<file path="config.mk">
export PLATFORM = sky130hd
export DESIGN_NAME = renode_apb3_completer_bridge
export DESIGN_NICKNAME = d
export VERILOG_FILES = /design/src/rtl/renode_apb3_pkg.sv /design/src/rtl/renode_timeout_counter.sv /design/src/rtl/renode_apb3_completer_bridge.sv
export SDC_FILE = /design/constraint.sdc
export NUM_CORES = 1
export LEC_CHECK = 0
export CAP_MARGIN = 5
export CORE_MARGIN = 2
export CORE_UTILIZATION = 35
export CTS_BUF_LIST = sky130_fd_sc_hd__clkbuf_8
export DETAILED_ROUTE_END_ITERATION = 12
export PLACE_DENSITY = 0.73
export SYNTH_ARGS = -nofsm -noshare
export SYNTH_HDL_FRONTEND = slang
export SYNTH_SLANG_ARGS = --single-unit
</file>
<file path="constraint.sdc">
create_clock -name clk -period 1.8 [get_ports clk]
set_clock_uncertainty 0.05 [all_clocks]
set_input_delay 0.36 -clock clk [delete_from_list [all_inputs] [get_ports clk]]
set_output_delay 0.36 -clock clk [all_outputs]
set_load 0.1 [all_outputs]
</file>
<file path="src/rtl/renode_apb3_pkg.sv">
// Shared types and helpers for the Renode APB3 completer bridge.
`timescale 1ns/1ps
package renode_apb3_pkg;

    typedef enum logic [2:0] {
        S_IDLE  = 3'd0,
        S_REQ   = 3'd1,
        S_WAIT  = 3'd2,
        S_DONE  = 3'd3,
        S_DRAIN = 3'd4
    } state_t;

    localparam int unsigned StateBits = 3;

    // Number of low address bits that select a byte inside one data word.
    function automatic int unsigned byte_offset_bits(input int unsigned data_width);
        case (data_width)
            8:       return 0;
            16:      return 1;
            default: return 2;
        endcase
    endfunction

    function automatic logic is_apb_aligned(input logic [63:0] addr, input int unsigned data_width);
        logic [63:0] mask;
        mask = (64'd1 << byte_offset_bits(data_width)) - 64'd1;
        return (addr & mask) == 64'd0;
    endfunction

endpackage

</file>
<file path="src/rtl/renode_timeout_counter.sv">
// Cycle counter that flags the last allowed cycle of a bounded wait; Limit=0 never expires.
`timescale 1ns/1ps
module renode_timeout_counter #(
    parameter int unsigned Limit = 255
) (
    input  logic clk,
    input  logic rst_n,
    input  logic clear_i,
    input  logic enable_i,
    output logic expired_o
);

    localparam int unsigned CountWidth = (Limit < 2) ? 1 : $clog2(Limit + 1);
    localparam logic [CountWidth-1:0] LastCount = (Limit == 0) ? '0 : CountWidth'(Limit - 1);

    logic [CountWidth-1:0] count_q;
    logic [CountWidth-1:0] count_d;

    always_comb begin
        count_d = count_q;
        if (clear_i) begin
            count_d = '0;
        end else if (enable_i) begin
            count_d = count_q + CountWidth'(1);
        end
    end

    always_ff @(posedge clk or negedge rst_n) begin
        if (!rst_n) begin
            count_q <= '0;
        end else begin
            count_q <= count_d;
        end
    end

    // Asserted during the Limit-th enabled cycle so the owner leaves on that edge.
    assign expired_o = (Limit != 0) && enable_i && (count_q == LastCount);

endmodule

</file>
<file path="src/rtl/renode_apb3_completer_bridge.sv">
// APB3 completer that forwards each accepted transfer as one request/response on a valid/ready back end.
`timescale 1ns/1ps
module renode_apb3_completer_bridge
    import renode_apb3_pkg::*;
#(
    parameter int unsigned AddressWidth  = 20,
    parameter int unsigned DataWidth     = 32,
    parameter int unsigned BaseAddress   = 0,
    parameter int unsigned RegionSize    = 'h1000,
    parameter int unsigned TimeoutCycles = 255
) (
    input  logic                    clk,
    input  logic                    rst_n,
    input  logic [AddressWidth-1:0] paddr,
    input  logic                    psel,
    input  logic                    penable,
    input  logic                    pwrite,
    input  logic [DataWidth-1:0]    pwdata,
    output logic                    pready,
    output logic [DataWidth-1:0]    prdata,
    output logic                    pslverr,
    output logic                    req_valid,
    input  logic                    req_ready,
    output logic                    req_write,
    output logic [AddressWidth-1:0] req_addr,
    output logic [DataWidth-1:0]    req_wdata,
    input  logic                    rsp_valid,
    input  logic [DataWidth-1:0]    rsp_rdata,
    input  logic                    rsp_error,
    output logic [StateBits-1:0]    state_o
);

    localparam logic [AddressWidth-1:0] BaseAddr    = AddressWidth'(BaseAddress);
    localparam logic [AddressWidth:0]   RegionLimit = (AddressWidth + 1)'(RegionSize);

    // Handshake: req_valid rises after setup and stays high with stable req_* until
    // req_valid && req_ready; it only falls early on abort, timeout or reset.
    // rsp_valid is a one-cycle pulse and is only looked at in S_WAIT and S_DRAIN.

    state_t state_q, state_d;

    logic                    pready_q, pslverr_q, req_valid_q, req_write_q;
    logic [DataWidth-1:0]    prdata_q, req_wdata_q;
    logic [AddressWidth-1:0] req_addr_q;

    logic [AddressWidth-1:0] offset;
    logic                    decode_err;
    logic                    setup_accept;
    logic [DataWidth-1:0]    done_rdata;
    logic                    done_err;
    logic                    tmo_clear, tmo_enable, tmo_expired;

    assign offset     = paddr - BaseAddr;
    assign decode_err = (paddr < BaseAddr) || ({1'b0, offset} >= RegionLimit) ||
                        !is_apb_aligned(64'(paddr), DataWidth);

    assign tmo_clear  = (state_q == S_IDLE);
    assign tmo_enable = (state_q == S_REQ) || (state_q == S_WAIT) || (state_q == S_DRAIN);

    renode_timeout_counter #(
        .Limit(TimeoutCycles)
    ) u_timeout (
        .clk      (clk),
        .rst_n    (rst_n),
        .clear_i  (tmo_clear),
        .enable_i (tmo_enable),
        .expired_o(tmo_expired)
    );

    always_comb begin
        state_d      = state_q;
        setup_accept = 1'b0;
        done_rdata   = '0;
        done_err     = 1'b0;
        case (state_q)
            S_IDLE: begin
                if (psel && !penable) begin
                    setup_accept = 1'b1;
                    if (decode_err) begin
                        state_d  = S_DONE;
                        done_err = 1'b1;
                    end else begin
                        state_d = S_REQ;
                    end
                end
            end
            S_REQ: begin
                if (!psel) begin
                    state_d = S_IDLE;
                end else if (tmo_expired) begin
                    state_d  = S_DONE;
                    done_err = 1'b1;
                end else if (req_ready) begin
                    state_d = S_WAIT;
                end
            end
            S_WAIT: begin
                if (!psel) begin
                    // The response is still owed by the back end; swallow it first.
                    state_d = (rsp_valid || tmo_expired) ? S_IDLE : S_DRAIN;
                end else if (rsp_valid) begin
                    state_d    = S_DONE;
                    done_rdata = req_write_q ? '0 : rsp_rdata;
                    done_err   = rsp_error;
                end else if (tmo_expired) begin
                    state_d  = S_DONE;
                    done_err = 1'b1;
                end
            end
            S_DONE: begin
                state_d = S_IDLE;
            end
            S_DRAIN: begin
                if (rsp_valid || tmo_expired) begin
                    state_d = S_IDLE;
                end
            end
            default: begin
                state_d = S_IDLE;
            end
        endcase
    end

    always_ff @(posedge clk or negedge rst_n) begin
        if (!rst_n) begin
            state_q     <= S_IDLE;
            pready_q    <= 1'b0;
            prdata_q    <= '0;
            pslverr_q   <= 1'b0;
            req_valid_q <= 1'b0;
            req_write_q <= 1'b0;
            req_addr_q  <= '0;
            req_wdata_q <= '0;
        end else begin
            state_q     <= state_d;
            pready_q    <= (state_d == S_DONE);
            prdata_q    <= (state_d == S_DONE) ? done_rdata : '0;
            pslverr_q   <= (state_d == S_DONE) ? done_err : 1'b0;
            req_valid_q <= (state_d == S_REQ);
            if (setup_accept) begin
                req_write_q <= pwrite;
                req_addr_q  <= offset;
                req_wdata_q <= pwdata;
            end
        end
    end

    assign pready    = pready_q;
    assign prdata    = prdata_q;
    assign pslverr   = pslverr_q;
    assign req_valid = req_valid_q;
    assign req_write = req_write_q;
    assign req_addr  = req_addr_q;
    assign req_wdata = req_wdata_q;
    assign state_o   = state_q;

endmodule

</file>
==> results_dict.tcl <==
set metrics [dict create \
    worstPathRequired_ns 2.05 \
    antenna_found_initial 0 \
    drt-vias-per-instance 4.63 \
    ys_types 40 \
    gp_congestion 0.814 \
    syn-num-nets 355 \
    start_kind "flip-flop" \
    track_usage 0.172 \
    finalPower_mw 13.4 \
    rrSetupSlack_ns 0.03 \
    htree_levels 3 \
    crit_chain "or4b_4 -> nor3b_4 -> buf_12 -> and2_1" \
    tritoncts "yes" \
    crit_arrival_ns 2.03 \
    grt_start_max_net_pins 59 \
    power_per_cell_area_nw_per_um2 1900 \
    cts_root_buf "clkbuf_8" \
    outcome "finished clean" \
    setup_viol 0 \
    clock.fmax_mhz 564 \
    path_clk_slew_ns 0.09 \
    regArea_um2 2490 \
    io_buffers 182 \
    cp_slowest_cell "or4b_4" \
    drv_slew 0 \
    grt_pass1_vias 3090 \
    utilization 0.656 \
    synthAdderAreaFrac 0.0121 \
    synth_compound_area_frac 0.0284 \
    end_kind "flip-flop" \
    tightestPinTransition_ns 0.375 \
    num_vias 2816 \
    fin_cells 608 \
    yosys.area_share.simple 0.113 \
    layout_worst_path_cycle_share 0.985 \
    die_height_um 109 \
    synth_seq_cells 99 \
    postSynthCellCount 261 \
    fillers 788 \
    cts_buffers 9 \
    place_inst 590 \
    overflow 0 \
    drc_errors 0 \
    cp_max_fo 32 \
    synth_area_leaders "dfrtp_1, mux2_1, and2_1" \
    crit_buf_inv 1 \
    maxSlewHeadroom 0.750 \
    synthToLayoutAreaGrowth_pct 84.2 \
    clock_latency_ns 0.35 \
    drt_iter0_drc 90 \
    num_io_pins 183 \
    syn_area_per_cell_um2 14.7 \
    coreArea_um2 10700 \
    postRouteAntennaNets 0 \
    synth-xor-area-share 0.00686 \
    synth_area_um2 3830 \
    drv_cap 0 \
    grt_pass1_wl_mm 15.3 \
    muxShareOfSynthArea 0.161 \
    hpwlAfterDp_mm 7.84 \
    power.leakage_nw 3.11 \
    drive_gt1_frac 0.297 \
    nNetsFinal 558 \
    post_drt_wl_per_cell_um 16.2 \
    synth_seq_area_share 0.647 \
    initial_utilization 0.356 \
    rsz0062_at_grt "yes" \
    cp_top_family "simple AND/OR/NAND/NOR gates" \
    ys_warn_count 0 \
    routed_wl_mm 9.86 \
    min_period_ns 1.77 \
    ctsResizeCount 0 \
    critPathKind "flip-flop to flip-flop" \
    drt_pass1_iterations 4 \
    die_w_um 109 \
    yosys.area.top_type "dfrtp_1" \
    diodes 0 \
    hp-class "input port to asynchronous set/reset pin" \
    synth_top_family_by_area "multiplexers" \
    multi_input_area_um2 1230 \
    clockBufferDepth 2 \
    cts_sinks 99 \
    cpPeakStageDelay_ns 0.57 \
    final_hold_viol_count 0 \
    fp.dieArea_um2 11800 \
    synth.top_cell.area_share 0.647 \
    max-vdd-ir-drop_mv 1.42 \
    rows 38 \
]
per-layer routing:
layer,wire length [um],part of all wire,vias to the layer above,global-route usage
li1,-,-,1298,-
met1,3650,0.37,1406,0.189
met2,5380,0.55,94,0.317
met3,579,0.059,18,0.0404
met4,242,0.025,0,0.0742
met5,0,0,-,0
timing repair:
action	4_1_cts	5_1_grt
endpoints found under the hold margin	25	0
hold buffers	1	0
setup buffers	0	2
endpoints found under the setup margin	0	32
kinds of logic (layout without fill, tap and decap cells):
kind of cell | after synthesis | count (layout)
XOR/XNOR | 3 | 3
multiplexers | 55 | 55
AND/OR/NAND/NOR | 69 | 69
buffers and inverters | 14 | 221
flip-flops | 99 | 99
adder cells (fa/ha/maj) | 4 | 4
AO/OA/AOI/OAI | 17 | 17
flip-flops by register name (all words and copies together), names as in the netlist:
name / cells
prdata: 32
pready: 1
pslverr: 1
req_addr: 20
req_valid: 1
req_wdata: 32
req_write: 1
state_o: 3
u_timeout.count_q: 8
per-stage QoR:
step                area [um2]  hold WS (ns)  setup TNS, ns  setup WS, ns
finish                    7050         0.416              0        0.0269
global route              7050         0.432         -0.261       -0.0320
floorplan                 3860        0.0144          -7.25       -0.0958
global placement          6850         0.248          -5.70        -0.184
CTS                       7040         0.423              0        0.0118
detailed placement        6850         0.255          -6.55        -0.196
cell type report:
cell class,count,area share
clock inverters,4,0.00390
flip-flops and latches,99,0.353
multi-input cells,148,0.175
well taps,140,0.0248
clock buffers,11,0.0215
inverters,2,0.00106
repair buffers,204,0.421
cell usage after synthesis:
master    count
a21boi_0      1
a21o_1        1
a21oi_1       4
a22oi_1       1
a31o_1        1
and2_1       32
and3_1        1
and3b_1       1
buf_2         3
buf_4         1
buf_6         8
dfrtp_1      99
ha_1          2
inv_1         1
inv_2         1
maj3_1        1
maj3_2        1
mux2_1       50
mux2_2        3
mux2i_1       2
nand2_1       8
nand2b_1      1
nand3_1       2
nand3b_1      2
nand4_1       2
nor2_1        6
nor2b_1       1
nor3_1        4
nor3_4        1
nor3b_4       1
nor4_1        3
nor4b_2       1
o211ai_1      3
o21ai_0       3
o21ai_1       1
o31ai_1       2
or3_1         2
or4b_4        1
xnor2_1       1
xor2_1        2
worst reg2reg max path, cell delays in order, from the launching register on:
cell and delay, ns:
dfrtp_4 0.54, or4b_4 0.57, nor3b_4 0.22, buf_12 0.19
and2_1 0.15
report_power, final:
| group | total [mW] | internal (mW) | switching (mW) | leakage (nW) |
|---|---|---|---|---|
| clock | 1.31 | 0.569 | 0.741 | 0.0888 |
| combinational | 8.52 | 3.09 | 5.43 | 1.77 |
| sequential | 3.58 | 2.87 | 0.705 | 1.25 |
path summary, 6_finish.rpt:
check,start,endpoint,depth (start not counted)
worst min-delay path,rst_n,req_addr[10],2
min in group clk,u_timeout.count_q[0],u_timeout.count_q[0],1
worst max-delay path,state_o[2],prdata[5],4
worst max register to register,state_o[2],prdata[5],4
worst min register to register,u_timeout.count_q[0],u_timeout.count_q[0],1
max in group asynchronous,rst_n,req_wdata[17],3
placed cells by master (no fill, tap or decap), types with 2 or more instances in the layout:
master	n
dfrtp_1	96
nand3b_1	2
o21ai_0	3
mux2_2	3
inv_1	2
o211ai_1	3
clkdlybuf4s50_1	90
nand3_1	2
a21oi_1	4
o31ai_1	2
nor2_1	6
ha_1	2
nand2_1	8
buf_4	16
xor2_1	2
buf_12	97
nor3_1	4
dfrtp_4	3
or3_1	2
nand4_1	2
nor4_1	3
mux2i_1	2
and2_1	32
mux2_1	50
clkbuf_8	11
clkinvlp_4	2
Power figures use the tool's default switching activity.
